===== config.mk =====
export PLATFORM = sky130hd
export DESIGN_NAME = uart_tx_peripheral_flat
export DESIGN_NICKNAME = d
export VERILOG_FILES = /design/src/rtl/uart_tx_peripheral_if.sv /design/src/rtl/uart_tx_peripheral.sv /design/src/flat_wrapper.sv
export SDC_FILE = /design/constraint.sdc
export NUM_CORES = 1
export LEC_CHECK = 0
export BUFFER_PORTS_ARGS = -buffer_cell sky130_fd_sc_hd__buf_2
export CORE_ASPECT_RATIO = 0.5
export CORE_MARGIN = 5
export CORE_UTILIZATION = 40
export DETAILED_ROUTE_END_ITERATION = 7
export SYNTH_ARGS = -nofsm -noshare
export SYNTH_HDL_FRONTEND = slang
export SYNTH_SLANG_ARGS = --single-unit
export TNS_END_PERCENT = 20

===== constraint.sdc =====
create_clock -name clock -period 3.8 [get_ports clock]
set_input_delay 0.38 -clock clock [delete_from_list [all_inputs] [get_ports clock]]
set_output_delay 0.38 -clock clock [all_outputs]
set_load 0.02 [all_outputs]

===== src/rtl/uart_tx_peripheral_if.sv =====
// Bus bundle for the maxicore32 external bus as seen by one peripheral.
//   address       word address [31:2] from the core
//   data_out      write data from the core
//   data_strobes  byte lane enables; [0] covers data_out[7:0]
//   read / write  bus cycle qualifiers
//   selected      peripheral claims this address (combinational)
//   data_in       read data back to the core (combinational, zero when idle)
// The core drives through the master modport, the peripheral uses slave.
interface uart_tx_peripheral_if;
    logic [31:2] address;
    logic [31:0] data_out;
    logic [3:0]  data_strobes;
    logic        read;
    logic        write;
    logic        selected;
    logic [31:0] data_in;

    modport master (
        output address, data_out, data_strobes, read, write,
        input  selected, data_in
    );

    modport slave (
        input  address, data_out, data_strobes, read, write,
        output selected, data_in
    );
endinterface


===== src/rtl/uart_tx_peripheral.sv =====
// Memory-mapped 8N1 UART transmitter for the maxicore32 external bus.
// Word 0 (DATA) queues a byte into a FIFO; word 1 (STATUS) reports
// {overflow, count, busy, empty, full} and lets software clear overflow.
// Reads complete in the same cycle because the core has no wait states.
// Ports:
//   clock    system clock, all state changes on the rising edge
//   reset    synchronous active-high reset, abandons any frame in flight
//   bus      slave side of the core bus (address/data/strobes/read/write,
//            selected and data_in driven back combinationally)
//   tx       registered serial output, idles high
//   tx_idle  registered: FIFO empty and transmitter in IDLE
module uart_tx_peripheral #(
    parameter logic [29:0] BASE_ADDRESS    = 30'h0400_0000,
    parameter int          CLOCK_DIVISOR   = 434,
    parameter int          FIFO_DEPTH_LOG2 = 4
) (
    input  logic                 clock,
    input  logic                 reset,
    uart_tx_peripheral_if.slave  bus,
    output logic                 tx,
    output logic                 tx_idle
);

    localparam int DEPTH  = 1 << FIFO_DEPTH_LOG2;
    localparam int PTR_W  = FIFO_DEPTH_LOG2;
    localparam int CNT_W  = FIFO_DEPTH_LOG2 + 1;
    localparam int BAUD_W = $clog2(CLOCK_DIVISOR);
    localparam logic [BAUD_W-1:0] BAUD_RELOAD = BAUD_W'(CLOCK_DIVISOR - 1);

    typedef enum logic [1:0] {
        ST_IDLE  = 2'd0,
        ST_START = 2'd1,
        ST_DATA  = 2'd2,
        ST_STOP  = 2'd3
    } tx_state_t;

    // ------------------------------------------------------------------
    // Address decode and bus cycle qualification
    // ------------------------------------------------------------------
    logic selected_c;
    logic data_write;
    logic status_write;
    logic overflow_clear;

    assign selected_c     = (bus.address[31:3] == BASE_ADDRESS[29:1]);
    assign data_write     = selected_c & bus.write & ~bus.address[2] & bus.data_strobes[0];
    assign status_write   = selected_c & bus.write &  bus.address[2];
    assign overflow_clear = status_write & bus.data_strobes[1] & bus.data_out[8];

    // ------------------------------------------------------------------
    // Registers
    // ------------------------------------------------------------------
    tx_state_t          state_reg,   state_next;
    logic [BAUD_W-1:0]  baud_reg,    baud_next;
    logic [2:0]         bit_reg,     bit_next;
    logic [7:0]         shift_reg,   shift_next;
    logic               tx_reg,      tx_next;
    logic               tx_idle_reg, tx_idle_next;
    logic [PTR_W-1:0]   wr_ptr_reg,  wr_ptr_next;
    logic [PTR_W-1:0]   rd_ptr_reg,  rd_ptr_next;
    logic [CNT_W-1:0]   count_reg,   count_next;
    logic               overflow_reg, overflow_next;

    logic [7:0]         fifo_mem [DEPTH];
    logic [DEPTH-1:0]   entry_we;
    logic [7:0]         fifo_rd_data;

    logic fifo_full;
    logic fifo_empty;
    logic push;
    logic pop;

    assign fifo_full  = (count_reg == CNT_W'(DEPTH));
    assign fifo_empty = (count_reg == '0);

    // A full FIFO still accepts a byte when the transmitter pops in the
    // same cycle, since the slot frees up at the same edge.
    assign push = data_write & (~fifo_full | pop);

    // ------------------------------------------------------------------
    // FIFO storage. The transmitter must load its shift register in the
    // same cycle it decides to pop (to keep frames back-to-back with no
    // idle gap), so the head entry is read combinationally.
    // ------------------------------------------------------------------
    generate
        for (genvar gi = 0; gi < DEPTH; gi++) begin : g_entry_we
            assign entry_we[gi] = push && (wr_ptr_reg == PTR_W'(gi));
        end
    endgenerate

    always_ff @(posedge clock) begin
        for (int i = 0; i < DEPTH; i++) begin
            if (entry_we[i]) begin
                fifo_mem[i] <= bus.data_out[7:0];
            end
        end
    end

    assign fifo_rd_data = fifo_mem[rd_ptr_reg];

    // ------------------------------------------------------------------
    // Transmit FSM: next state, baud timing, shift register and pop
    // ------------------------------------------------------------------
    always_comb begin
        state_next = state_reg;
        baud_next  = baud_reg;
        bit_next   = bit_reg;
        shift_next = shift_reg;
        tx_next    = tx_reg;
        pop        = 1'b0;

        case (state_reg)
            ST_IDLE: begin
                tx_next = 1'b1;
                if (!fifo_empty) begin
                    pop        = 1'b1;
                    shift_next = fifo_rd_data;
                    state_next = ST_START;
                    tx_next    = 1'b0;
                    baud_next  = BAUD_RELOAD;
                end
            end
            ST_START: begin
                if (baud_reg == '0) begin
                    state_next = ST_DATA;
                    tx_next    = shift_reg[0];
                    bit_next   = 3'd0;
                    baud_next  = BAUD_RELOAD;
                end else begin
                    baud_next = baud_reg - BAUD_W'(1);
                end
            end
            ST_DATA: begin
                if (baud_reg == '0) begin
                    baud_next = BAUD_RELOAD;
                    if (bit_reg == 3'd7) begin
                        state_next = ST_STOP;
                        tx_next    = 1'b1;
                    end else begin
                        bit_next   = bit_reg + 3'd1;
                        shift_next = {1'b0, shift_reg[7:1]};
                        tx_next    = shift_reg[1];
                    end
                end else begin
                    baud_next = baud_reg - BAUD_W'(1);
                end
            end
            ST_STOP: begin
                if (baud_reg == '0) begin
                    if (!fifo_empty) begin
                        // Chain straight into the next start bit.
                        pop        = 1'b1;
                        shift_next = fifo_rd_data;
                        state_next = ST_START;
                        tx_next    = 1'b0;
                        baud_next  = BAUD_RELOAD;
                    end else begin
                        state_next = ST_IDLE;
                    end
                end else begin
                    baud_next = baud_reg - BAUD_W'(1);
                end
            end
            default: begin
                state_next = ST_IDLE;
                tx_next    = 1'b1;
            end
        endcase
    end

    // ------------------------------------------------------------------
    // FIFO pointers, occupancy and sticky overflow
    // ------------------------------------------------------------------
    always_comb begin
        wr_ptr_next   = wr_ptr_reg + PTR_W'(push);
        rd_ptr_next   = rd_ptr_reg + PTR_W'(pop);
        count_next    = count_reg + CNT_W'(push) - CNT_W'(pop);
        overflow_next = overflow_reg;
        if (overflow_clear) begin
            overflow_next = 1'b0;
        end
        if (data_write && fifo_full && !pop) begin
            overflow_next = 1'b1;
        end
    end

    assign tx_idle_next = (state_next == ST_IDLE) && (count_next == '0);

    always_ff @(posedge clock) begin
        if (reset) begin
            state_reg    <= ST_IDLE;
            baud_reg     <= '0;
            bit_reg      <= '0;
            shift_reg    <= '0;
            tx_reg       <= 1'b1;
            tx_idle_reg  <= 1'b1;
            wr_ptr_reg   <= '0;
            rd_ptr_reg   <= '0;
            count_reg    <= '0;
            overflow_reg <= 1'b0;
        end else begin
            state_reg    <= state_next;
            baud_reg     <= baud_next;
            bit_reg      <= bit_next;
            shift_reg    <= shift_next;
            tx_reg       <= tx_next;
            tx_idle_reg  <= tx_idle_next;
            wr_ptr_reg   <= wr_ptr_next;
            rd_ptr_reg   <= rd_ptr_next;
            count_reg    <= count_next;
            overflow_reg <= overflow_next;
        end
    end

    // ------------------------------------------------------------------
    // Read mux and outputs
    // ------------------------------------------------------------------
    logic        busy;
    logic [31:0] status_word;

    assign busy        = (state_reg != ST_IDLE);
    assign status_word = {23'b0, overflow_reg, 5'(count_reg), busy, fifo_empty, fifo_full};

    assign bus.selected = selected_c;
    assign bus.data_in  = (selected_c && bus.read && bus.address[2]) ? status_word : 32'h0;

    assign tx      = tx_reg;
    assign tx_idle = tx_idle_reg;

    // Upper data bits and lanes are not part of the register map.
    logic unused_bus_bits;
    assign unused_bus_bits = ^{bus.data_out[31:9], bus.data_strobes[3:2]};

endmodule

===== src/flat_wrapper.sv =====
// flat-port wrapper written by rule: the top's interface ports become plain ports
module uart_tx_peripheral_flat 
#(
    parameter logic [29:0] BASE_ADDRESS    = 30'h0400_0000,
    parameter int          CLOCK_DIVISOR   = 434,
    parameter int          FIFO_DEPTH_LOG2 = 4
)
  (clock, reset, tx, tx_idle, bus_address, bus_data_out, bus_data_strobes, bus_read, bus_write, bus_selected, bus_data_in);
  uart_tx_peripheral_if bus_i ();
  input  logic clock;
  input  logic reset;
  output logic tx;
  output logic tx_idle;
  input wire logic [$bits(bus_i.address)-1:0] bus_address;
  input wire logic [$bits(bus_i.data_out)-1:0] bus_data_out;
  input wire logic [$bits(bus_i.data_strobes)-1:0] bus_data_strobes;
  input wire logic [$bits(bus_i.read)-1:0] bus_read;
  input wire logic [$bits(bus_i.write)-1:0] bus_write;
  output wire logic [$bits(bus_i.selected)-1:0] bus_selected;
  output wire logic [$bits(bus_i.data_in)-1:0] bus_data_in;
  assign bus_i.address = bus_address;
  assign bus_i.data_out = bus_data_out;
  assign bus_i.data_strobes = bus_data_strobes;
  assign bus_i.read = bus_read;
  assign bus_i.write = bus_write;
  assign bus_selected = bus_i.selected;
  assign bus_data_in = bus_i.data_in;
  uart_tx_peripheral #(.BASE_ADDRESS(BASE_ADDRESS), .CLOCK_DIVISOR(CLOCK_DIVISOR), .FIFO_DEPTH_LOG2(FIFO_DEPTH_LOG2)) u_core (.clock(clock), .reset(reset), .bus(bus_i), .tx(tx), .tx_idle(tx_idle));
endmodule

==> results_tabular.tex, run 1 <==
\begin{tabular}{lr}
\hline
Metric & Value \\
\hline
\multicolumn{2}{l}{\textbf{Outcome}} \\
Run status & finished, final reports clean \\
\multicolumn{2}{l}{\textbf{Yosys}} \\
Synth top area cells & edfxtp\_1 (51\%), dfxtp\_1 (10\%), mux4\_2 (9.3\%) \\
Cells after Synth & just over 500 \\
Count of different cell masters after synthesis & 65 \\
Synth warn & 0 \\
Sequential fraction of the synthesis area & 61.4\% \\
Primary flip-flop cell chosen by synthesis mapping & edfxtp\_1 \\
Syn Area/Cell & 14.5 um\^{}2 \\
Library cell with the largest summed area after synthesis & edfxtp\_1 \\
Total of flip-flops plus latches after synthesis & $\sim$170 \\
Area share of the largest cell type after synthesis & 51.3\% \\
Post-Synthesis Cell Area & approximately 7500 um\^{}2 \\
Share of synthesized flip-flops with an asynchronous set or reset & 0\% \\
Count of flip-flops with a built-in enable after synthesis & $\sim$130 \\
\multicolumn{2}{l}{\textbf{Cells and area}} \\
Total Nets Final & 673 \\
Diode insertion count for antenna repair & 0 \\
Post-synthesis to final-layout area growth & 15.5\% \\
Final core utilization & roughly 47\% \\
Fraction of layout cells with a size suffix above 1 & $\sim$27\% \\
Number of standard cells in the layout, taps in and fillers out & roughly 840 \\
Number of flip-flops in the largest register & about 130 \\
\multicolumn{2}{l}{\textbf{Worst hold path}} \\
Endpoint of the worst hold path & u\_core.fifo\_mem[2][6]\$\_DFFE\_PP\_ \\
Hold Path Cell Cnt & 1 \\
Worst min-delay path startpoint & bus\_data\_out[6] \\
HP Class & in2reg \\
\multicolumn{2}{l}{\textbf{Timing}} \\
Final period utilization & 91.3\% \\
Hold violation total from the final report & 0 \\
Maximum clock frequency & $\sim$290 MHz \\
Min cycle time layout & around 3.5 ns \\
Number of failing setup endpoints in the final timing report & 0 \\
Final worst-path setup slack & 0.330 ns \\
Remaining max-slew budget at the tightest pin & 50.0\% \\
RSZ-0062 raised after global routing & no \\
Worst clock skew on the final layout & a little over 0.009 ns \\
Setup TNS after final layout & 0 ns \\
Final max-slew violation count & 0 \\
Slew of the pin with the lowest slew margin & between 0.7 and 0.8 ns \\
\multicolumn{2}{l}{\textbf{Global routing}} \\
Grt total ovfl & 0 \\
Met1 routing resource usage after global routing & 20.0\% \\
Wire length of the first global-routing pass & 24,600 um \\
Antenna violations before repair & 1 \\
Met2 Use GR & between 20\% and 30\% \\
Global-route layer with the greatest usage & met2 \\
Met3 Use GR & between 3 and 4\% \\
Overall track demand over capacity in global routing & between 10\% and 20\% \\
Number of global-route vias before repair & 4,450 \\
Largest net degree at the start of global routing & 36 \\
\multicolumn{2}{l}{\textbf{Drt}} \\
Total via count after detailed routing & 4,454 \\
Post-DR vias/cell & about 5.3 \\
Iteration count of the initial detailed-routing pass & 4 \\
Remaining antenna violation count & 0 \\
Total DRC errors in the routed layout & 0 \\
Final WL & around 16,000 um \\
Initial DRC Count & 292 \\
Post-detailed-route wirelength per cell & roughly 19 um \\
\multicolumn{2}{l}{\textbf{Clock network}} \\
Clock insertion delay at the later pin of the skew report & about 0.43 ns \\
Clock slew at the register clock pins of the worst setup and hold paths & $\sim$0.070 ns \\
TritonCTS clock tree & yes \\
Post-cts resize count & 0 \\
Clk Tree Root Cell & clkbuf\_16 \\
Hold-fix buffers at CTS & 0 \\
Number of buffers created by CTS & 17 \\
CTS H-Tree Depth & 4 \\
Maximum clock insertion buffer count & 2 \\
Post-CTS setup buffer count & 0 \\
Number of clock sinks & 166 \\
\multicolumn{2}{l}{\textbf{Placed design}} \\
Worst setup slack after placement & roughly 0.36 ns \\
Number of instances in the placed design & approximately 800 \\
Post-detailed-placement half-perimeter wirelength & just over 10,000 um \\
Port bufs & 56 \\
Routability Congestion & between 0.7 and 0.8 \\
\multicolumn{2}{l}{\textbf{Flow run}} \\
Max-Cap Viols & 0 \\
\multicolumn{2}{l}{\textbf{Setup path}} \\
Arrival time at the worst endpoint & 3.82 ns \\
Crit Path Category & reg2reg \\
Reg2reg path depth & 15 \\
Launch point of the worst reg-to-reg path & u\_core.baud\_reg[0]\$\_SDFF\_PP0\_ \\
Data required time at the worst endpoint & 4.15 ns \\
Critical path launch point type & flip-flop \\
Worst-case register-to-register setup slack & 0.33 ns \\
Crit. End Element & flip-flop \\
Critical Path Fanout Max & 6 \\
RR Endpoint & u\_core.tx\_idle\$\_SDFF\_PP1\_ \\
\multicolumn{2}{l}{\textbf{Die}} \\
Die footprint & 21,700 um\^{}2 \\
Number of rows created at floorplan & 35 \\
X dimension of the die & around 200 um \\
DIE HEIGHT & 107 um \\
Number of ports placed on the die boundary & around 110 \\
Starting utilization of the core area & 40.8\% \\
Core region area & approximately 18,000 um\^{}2 \\
\multicolumn{2}{l}{\textbf{Power}} \\
Overall power after layout & between 0.005 and 0.006 W \\
Maximum vdd drop & $\sim$0.21 mV \\
Leak Pwr & a little over 3 nW \\
Pwr dens & roughly 650 nW/um\^{}2 \\
\hline
\end{tabular}
[synth_stat cells, drive strengths merged, types with 11 or more instances]
| library cell | n |
|---|---|
| nand2 | 11 |
| a22oi | 15 |
| ha | 18 |
| buf | 34 |
| nor3 | 11 |
| dfxtp | 38 |
| clkbuf | 15 |
| mux4 | 31 |
| a21oi | 19 |
| nand2b | 12 |
| nor2 | 42 |
| edfxtp | 128 |
| inv | 14 |
| nor4 | 13 |
| nand3 | 12 |
[power by group]
| part | internal (W) | leakage (nW) | switching (W) |
|---|---|---|---|
| logic | 0.000736 | 1.32 | 0.000922 |
| registers | 0.00207 | 1.46 | 0.000140 |
| clock network | 0.000998 | 0.295 | 0.000773 |
[worst max-delay path by stage]
stage	from	to	slack [ns]
after global routing	u_core.baud_reg[0]$_SDFF_PP0_	u_core.tx_idle$_SDFF_PP1_	0.04
after CTS	u_core.baud_reg[0]$_SDFF_PP0_	u_core.tx_idle$_SDFF_PP1_	0.30
after global placement	u_core.baud_reg[0]$_SDFF_PP0_	u_core.tx_idle$_SDFF_PP1_	0.46
final	u_core.baud_reg[0]$_SDFF_PP0_	u_core.tx_idle$_SDFF_PP1_	0.33
after floorplan	u_core.baud_reg[0]$_SDFF_PP0_	u_core.tx_idle$_SDFF_PP1_	0.77
after detailed placement	u_core.baud_reg[0]$_SDFF_PP0_	u_core.tx_idle$_SDFF_PP1_	0.36
[logic make-up (layout without fill, tap and decap cells)]
family | count (synthesis) | count (layout) | share of synthesized area [%]
other cells | 1 | 23 | 0.0500
simple gates | 144 | 144 | 11.7
mux | 34 | 34 | 9.71
xor+xnor | 11 | 11 | 1.29
compound gates | 78 | 78 | 8.01
buf+inv | 63 | 121 | 4.57
fa+ha+maj | 19 | 19 | 3.27
flops | 166 | 166 | 61.4
[metrics by stage]
| stage | area [um^2] | hold slack (ns) |
|---|---|---|
| after floorplan | 7580 | 0.436 |
| after global placement | 8050 | 0.447 |
| after detailed placement | 8050 | 0.451 |
| after CTS | 8660 | 0.318 |
| after global routing | 8660 | 0.329 |
| final | 8660 | 0.331 |
[routing by layer]
metal,up-vias,share of wire [%],wire length [um]
li1,2098,-,-
met1,2235,47,7410
met2,101,47,7410
met3,18,4.2,658
met4,2,1.1,172
met5,-,0.13,20
[critical path, stage by stage, from the launching register on]
cell and delay [ns]:
dfxtp_1 0.35, inv_1 0.09, ha_1 0.16, nor4b_1 0.47, a31oi_1 0.29, nor3_1 0.33, ha_1 0.29, inv_1 0.06
ha_1 0.16, inv_1 0.06, fa_1 0.42, nand2b_1 0.16, a21oi_1 0.15, xnor2_1 0.16, nand4_1 0.12, o21ai_1 0.13
[final cells by class]
cell class / instances / area, um^2
clock buffer: 17 / 425
sequential: 166 / 4610
tap: 240 / 300
timing repair buffer: 76 / 443
inverter: 14 / 52.6
clock inverter: 14 / 179
multi-input combinational: 309 / 2650
fill: 1619 / 9740
[cells in the final DEF (no fill, tap or decap), drive strengths merged, types with 11 or more instances in the layout]
master and count:
a21oi 19, a22oi 15, buf 76, clkbuf 17, conb 23, dfxtp 38
edfxtp 128, ha 18, inv 24, mux4 31, nand2 11, nand2b 12
nand3 12, nor2 42, nor3 11, nor4 13
No activity file was read; power rests on OpenSTA's default activity.
==> run 2, diff against run 1 <==
CORE_UTILIZATION = 48   (was 40)
PLACE_DENSITY = 0.69   (was default)
REMOVE_ABC_BUFFERS = 1   (was default)
==> results_tabular.tex, run 2 (synthesis results as in run 1) <==
\begin{tabular}{lr}
\hline
Metric & Value \\
\hline
\multicolumn{2}{l}{\textbf{Outcome}} \\
Run status & finished, final reports clean \\
\multicolumn{2}{l}{\textbf{Clock network}} \\
Post-cts resize count & 0 \\
Clock insertion delay at the later pin of the skew report & around 0.42 ns \\
Number of buffers created by CTS & 17 \\
Clock slew at the register clock pins of the worst setup and hold paths & 0.07 ns \\
Maximum clock insertion buffer count & 2 \\
TritonCTS clock tree & yes \\
Clk Tree Root Cell & clkbuf\_16 \\
Number of clock sinks & around 170 \\
CTS H-Tree Depth & 4 \\
Post-CTS setup buffer count & 0 \\
Hold-fix buffers at CTS & 0 \\
\multicolumn{2}{l}{\textbf{Drt}} \\
Post-detailed-route wirelength per cell & between 15 and 20 um \\
Total DRC errors in the routed layout & 0 \\
Post-DR vias/cell & 5.60 \\
Iteration count of the initial detailed-routing pass & 4 \\
Remaining antenna violation count & 0 \\
Final WL & around 15,000 um \\
Initial DRC Count & roughly 350 \\
Total via count after detailed routing & $\sim$4,500 \\
\multicolumn{2}{l}{\textbf{Placed design}} \\
Port bufs & 56 \\
Placed inst area & approximately 8000 um\^{}2 \\
Routability Congestion & 0.786 \\
Post-detailed-placement half-perimeter wirelength & roughly 10,000 um \\
Worst setup slack after placement & about 0.43 ns \\
\multicolumn{2}{l}{\textbf{Global routing}} \\
Overall track demand over capacity in global routing & around 17\% \\
Antenna violations before repair & 0 \\
Met1 routing resource usage after global routing & approximately a quarter \\
Number of global-route vias before repair & 4,488 \\
Met3 Use GR & 4.46\% \\
Global-route layer with the greatest usage & met2 \\
Met2 Use GR & approximately a quarter \\
Largest net degree at the start of global routing & 36 \\
Wire length of the first global-routing pass & $\sim$25,000 um \\
Grt total ovfl & 0 \\
\multicolumn{2}{l}{\textbf{Setup path}} \\
Launch point of the worst reg-to-reg path & u\_core.baud\_reg[0]\$\_SDFF\_PP0\_ \\
Critical Path Fanout Max & 6 \\
Startpoint of the most critical setup path & u\_core.baud\_reg[0]\$\_SDFF\_PP0\_ \\
Reg2reg path depth & 15 \\
RR Endpoint & u\_core.tx\_idle\$\_SDFF\_PP1\_ \\
Arrival time at the worst endpoint & 3.72 ns \\
End of the critical path & u\_core.tx\_idle\$\_SDFF\_PP1\_ \\
Crit. End Element & flip-flop \\
Worst-case register-to-register setup slack & 0.44 ns \\
Data required time at the worst endpoint & just over 4 ns \\
Critical path launch point type & flip-flop \\
Crit Path Category & reg2reg \\
\multicolumn{2}{l}{\textbf{Timing}} \\
Setup TNS after final layout & 0 ns \\
Final period utilization & between 80\% and 90\% \\
RSZ-0062 raised after global routing & no \\
Min cycle time layout & roughly 3.4 ns \\
Slew of the pin with the lowest slew margin & approximately 0.84 ns \\
Final worst-path setup slack & 0.435 ns \\
Maximum clock frequency & a little under 300 MHz \\
Number of failing setup endpoints in the final timing report & 0 \\
Final max-slew violation count & 0 \\
Remaining max-slew budget at the tightest pin & $\sim$44\% \\
Hold violation total from the final report & 0 \\
Worst clock skew on the final layout & between 0.01 and 0.015 ns \\
\multicolumn{2}{l}{\textbf{Cells and area}} \\
Fillers & 1,195 \\
Most frequent cells in the layout & edfxtp\_1 (128), buf\_2 (56), nor2\_1 (41) \\
Final std cell area, no fill & 8570 um\^{}2 \\
Most common cell after layout, fill and taps aside & edfxtp\_1 \\
Total Nets Final & 673 \\
Diode insertion count for antenna repair & 0 \\
Post-synthesis to final-layout area growth & 14.4\% \\
Fraction of layout cells with a size suffix above 1 & between 20\% and 30\% \\
Number of flip-flops in the largest register & roughly 130 \\
\multicolumn{2}{l}{\textbf{Die}} \\
DIE HEIGHT & 98.4 um \\
Die footprint & 18,400 um\^{}2 \\
Number of ports placed on the die boundary & roughly 110 \\
X dimension of the die & about 190 um \\
Core region area & approximately 15,000 um\^{}2 \\
Number of rows created at floorplan & 32 \\
Starting utilization of the core area & between 40\% and 50\% \\
\multicolumn{2}{l}{\textbf{Flow run}} \\
Max-Cap Viols & 0 \\
\multicolumn{2}{l}{\textbf{Power}} \\
Maximum vdd drop & $\sim$0.37 mV \\
Leak Pwr & 3.06 nW \\
Pwr dens & between 600 and 700 nW/um\^{}2 \\
Overall power after layout & approximately 0.0055 W \\
\multicolumn{2}{l}{\textbf{Worst hold path}} \\
HP Class & in2reg \\
\hline
\end{tabular}
## run 2: worst max-delay path, cell delays in order, from the launching register on
cell,delay [ns]
dfxtp_1,0.35
inv_1,0.09
ha_1,0.15
nor4b_1,0.45
a31oi_1,0.28
nor3_1,0.30
ha_1,0.28
inv_1,0.05
ha_1,0.16
inv_1,0.06
fa_1,0.42
nand2b_1,0.16
a21oi_1,0.16
xnor2_1,0.16
nand4_1,0.11
o21ai_1,0.12
## run 2: final cells by class
cell class | instances | area, um^2 | share of cell area [%]
Tap cell | 204 | 255 | 2.98
Inverter | 14 | 52.6 | 0.613
Timing Repair Buffer | 76 | 430 | 5.02
Sequential cell | 166 | 4610 | 53.7
Multi-Input combinational cell | 309 | 2650 | 30.9
Clock inverter | 15 | 154 | 1.79
Clock buffer | 17 | 425 | 4.96
## run 2: worst min-delay path by stage
| stage | depth (start not counted) | startpoint | endpoint |
|---|---|---|---|
| finish | 1 | bus_data_out[3] | u_core.fifo_mem[3][3]$_DFFE_PP_ |
| global route | 1 | bus_data_out[3] | u_core.fifo_mem[1][3]$_DFFE_PP_ |
| CTS | 1 | bus_data_out[3] | u_core.fifo_mem[1][3]$_DFFE_PP_ |
| detailed placement | 2 | u_core.bit_reg[1]$_SDFFE_PP0P_ | u_core.bit_reg[1]$_SDFFE_PP0P_ |
| global placement | 2 | u_core.bit_reg[2]$_SDFFE_PP0P_ | u_core.bit_reg[2]$_SDFFE_PP0P_ |
| floorplan | 2 | u_core.bit_reg[1]$_SDFFE_PP0P_ | u_core.bit_reg[1]$_SDFFE_PP0P_ |
## run 2: routing by layer
layer / routed length, um / part of all wire (%)
met1: 7050 / 46
met4: 170 / 1.1
met3: 806 / 5.3
met5: 0 / 0
met2: 7160 / 47
## run 2: per-stage QoR
step                      cells  util, %  hold slack [ns]
after floorplan             489        -            0.430
after global placement      769     52.0            0.446
after detailed placement    769     52.0            0.450
after CTS                   801     55.8            0.319
after global routing        801     55.8            0.329
final                       801     55.8            0.336
## run 2: report_power, final
part           internal (W)  switching (W)
combinational      0.000725       0.000891
clock              0.000881       0.000801
sequential          0.00207       0.000159
total               0.00367        0.00185
==> run 3, diff against run 2 <==
BUFFER_PORTS_ARGS = -buffer_cell sky130_fd_sc_hd__buf_4   (was -buffer_cell sky130_fd_sc_hd__buf_2)
CTS_CLUSTER_DIAMETER = 150   (was default)
REMOVE_ABC_BUFFERS = default   (was 1)
==> results_tabular.tex, run 3 (synthesis results as in run 1) <==
\begin{tabular}{lr}
\hline
Metric & Value \\
\hline
\multicolumn{2}{l}{\textbf{Outcome}} \\
Run status & finished, final reports clean \\
\multicolumn{2}{l}{\textbf{Drt}} \\
Final WL & 15,500 um \\
Post-DR vias/cell & 5.62 \\
Total DRC errors in the routed layout & 0 \\
Post-detailed-route wirelength per cell & around 19 um \\
Iteration count of the initial detailed-routing pass & 5 \\
Initial DRC Count & slightly below 300 \\
Total via count after detailed routing & between 4,000 and 5,000 \\
Remaining antenna violation count & 0 \\
\multicolumn{2}{l}{\textbf{Placed design}} \\
Routability Congestion & roughly 0.8 \\
Post-detailed-placement half-perimeter wirelength & about 10,000 um \\
Placed inst area & 8140 um\^{}2 \\
Port bufs & 56 \\
\multicolumn{2}{l}{\textbf{Timing}} \\
Setup TNS after final layout & 0 ns \\
Worst clock skew on the final layout & 0.0176 ns \\
Min cycle time layout & 3.40 ns \\
RSZ-0062 raised after global routing & no \\
Remaining max-slew budget at the tightest pin & about two fifths \\
Slew of the pin with the lowest slew margin & between 0.9 and 1 ns \\
Final max-slew violation count & 0 \\
Hold violation total from the final report & 0 \\
Hold slack final & about 0.26 ns \\
Final period utilization & between 80\% and 90\% \\
Maximum clock frequency & about 290 MHz \\
Number of failing setup endpoints in the final timing report & 0 \\
\multicolumn{2}{l}{\textbf{Global routing}} \\
Number of global-route vias before repair & 4,529 \\
Wire length of the first global-routing pass & $\sim$25,000 um \\
Antenna violations before repair & 0 \\
Overall track demand over capacity in global routing & between 10\% and 20\% \\
Grt total ovfl & 0 \\
Largest net degree at the start of global routing & 29 \\
\multicolumn{2}{l}{\textbf{Die}} \\
X dimension of the die & between 150 and 200 um \\
Number of rows created at floorplan & 32 \\
Core region area & $\sim$15,000 um\^{}2 \\
Die footprint & roughly 18,000 um\^{}2 \\
Number of ports placed on the die boundary & roughly 110 \\
DIE HEIGHT & $\sim$98 um \\
Starting utilization of the core area & between 40\% and 50\% \\
\multicolumn{2}{l}{\textbf{Setup path}} \\
RR Endpoint & u\_core.tx\_idle\$\_SDFF\_PP1\_ \\
Launch point of the worst reg-to-reg path & u\_core.baud\_reg[0]\$\_SDFF\_PP0\_ \\
Critical Path Fanout Max & 6 \\
Crit Path Category & reg2reg \\
Crit. End Element & flip-flop \\
Arrival time at the worst endpoint & 3.74 ns \\
Reg2reg path depth & 15 \\
Worst-case register-to-register setup slack & 0.40 ns \\
Data required time at the worst endpoint & approximately 4.1 ns \\
Critical path launch point type & flip-flop \\
\multicolumn{2}{l}{\textbf{Clock network}} \\
Post-CTS setup buffer count & 0 \\
CTS H-Tree Depth & 4 \\
Number of buffers created by CTS & 17 \\
Number of clock sinks & 166 \\
Hold-fix buffers at CTS & 0 \\
TritonCTS clock tree & yes \\
Post-cts resize count & 0 \\
Clock insertion delay at the later pin of the skew report & between 0.4 and 0.5 ns \\
Maximum clock insertion buffer count & 2 \\
Clk Tree Root Cell & clkbuf\_16 \\
Clock slew at the register clock pins of the worst setup and hold paths & 0.07 ns \\
\multicolumn{2}{l}{\textbf{Power}} \\
Share of power burned in the clock network & 30.2\% \\
Sw power & roughly 0.0018 W \\
Sw Ratio & between 30\% and 40\% \\
Overall power after layout & approximately 0.0055 W \\
Design internal power & $\sim$0.0037 W \\
Pwr dens & approximately 630 nW/um\^{}2 \\
Maximum vdd drop & 0.384 mV \\
Comb power frac & approximately 30\% \\
Leak Pwr & around 3.1 nW \\
Relative contribution of sequential cells to total power & $\sim$40\% \\
\multicolumn{2}{l}{\textbf{Worst hold path}} \\
Worst min-delay path startpoint & bus\_data\_out[1] \\
HP Class & in2reg \\
Hold Path Cell Cnt & 1 \\
Endpoint of the worst hold path & u\_core.fifo\_mem[2][1]\$\_DFFE\_PP\_ \\
\multicolumn{2}{l}{\textbf{Cells and area}} \\
Diode insertion count for antenna repair & 0 \\
Total Nets Final & approximately 670 \\
Post-synthesis to final-layout area growth & 16.3\% \\
Fillers & approximately 1,200 \\
Final core utilization & a little under three fifths \\
Combined area of the multi-input logic cells & between 2000 and 3000 um\^{}2 \\
Most common cell after layout, fill and taps aside & edfxtp\_1 \\
Fraction of layout cells with a size suffix above 1 & between 20 and 30\% \\
Area taken by flip-flops and latches & about 4600 um\^{}2 \\
Final std cell area, no fill & approximately 8700 um\^{}2 \\
Most frequent cells in the layout & edfxtp\_1 (128), buf\_4 (77), nor2\_1 (41) \\
Number of flip-flops in the largest register & between 100 and 150 \\
\multicolumn{2}{l}{\textbf{Flow run}} \\
Max-Cap Viols & 0 \\
\hline
\end{tabular}
==> run 3: cell types whose count changed in the layout (fill, tap and decap cells not counted), sizes merged <==
cell | previous run | this run
clkinvlp | 1 | 2
buf | 76 | 77
clkinv | 5 | 4
==> run 3: how the worst max path moves through the flow <==
stage / cells after the start / to / slack (ns) / start
floorplan: 15 / u_core.tx_idle$_SDFF_PP1_ / 0.77 / u_core.baud_reg[0]$_SDFF_PP0_
global placement: 15 / u_core.tx_idle$_SDFF_PP1_ / 0.46 / u_core.baud_reg[0]$_SDFF_PP0_
detailed placement: 15 / u_core.tx_idle$_SDFF_PP1_ / 0.41 / u_core.baud_reg[0]$_SDFF_PP0_
CTS: 15 / u_core.tx_idle$_SDFF_PP1_ / 0.38 / u_core.baud_reg[0]$_SDFF_PP0_
global route: 15 / u_core.tx_idle$_SDFF_PP1_ / 0.09 / u_core.baud_reg[0]$_SDFF_PP0_
finish: 15 / u_core.tx_idle$_SDFF_PP1_ / 0.40 / u_core.baud_reg[0]$_SDFF_PP0_
==> run 3: power by group through the flow <==
| stage | Combinational, W | Clock (W) | Sequential (W) |
|---|---|---|---|
| finish | 0.00163 | 0.00167 | 0.00223 |
| global placement | 0.00160 | 0 | 0.00227 |
| global route | 0.00180 | 0.00180 | 0.00226 |
| floorplan | 0.00135 | 0 | 0.00220 |
| detailed placement | 0.00163 | 0 | 0.00227 |
| CTS | 0.00164 | 0.00170 | 0.00223 |
==> run 3: metal layers <==
metal / wire length, um / track usage (%) / up-vias
li1: - / - / 2099
met1: 6880 / 22.9 / 2251
met2: 7520 / 28.6 / 135
met3: 828 / 3.89 / 19
met4: 242 / 5.85 / 0
met5: 0 / 0 / -
==> run 3: area by class of cell <==
class,count,share of cell area [%]
sequential,166,52.8
clock inverter,15,1.69
inverter,14,0.603
multi-input combinational,309,30.4
clock buffer,17,4.88
tap,204,2.93
timing repair buffer,77,6.63
==> run 3: through the flow <==
step | std cells | worst slack (ns)
after floorplan | 538 | 0.770
after global routing | 802 | 0.0926
after CTS | 802 | 0.379
final | 802 | 0.404
after global placement | 770 | 0.456
after detailed placement | 770 | 0.415
==> run 3: critical path, cell delays in order (launching register included) <==
cell and delay, ns:
dfxtp_1 0.36, inv_1 0.09, ha_1 0.16, nor4b_1 0.46
a31oi_1 0.28, nor3_1 0.29, ha_1 0.28, inv_1 0.06
ha_1 0.16, inv_1 0.06, fa_1 0.42, nand2b_1 0.16
a21oi_1 0.15, xnor2_1 0.16, nand4_1 0.12, o21ai_1 0.12
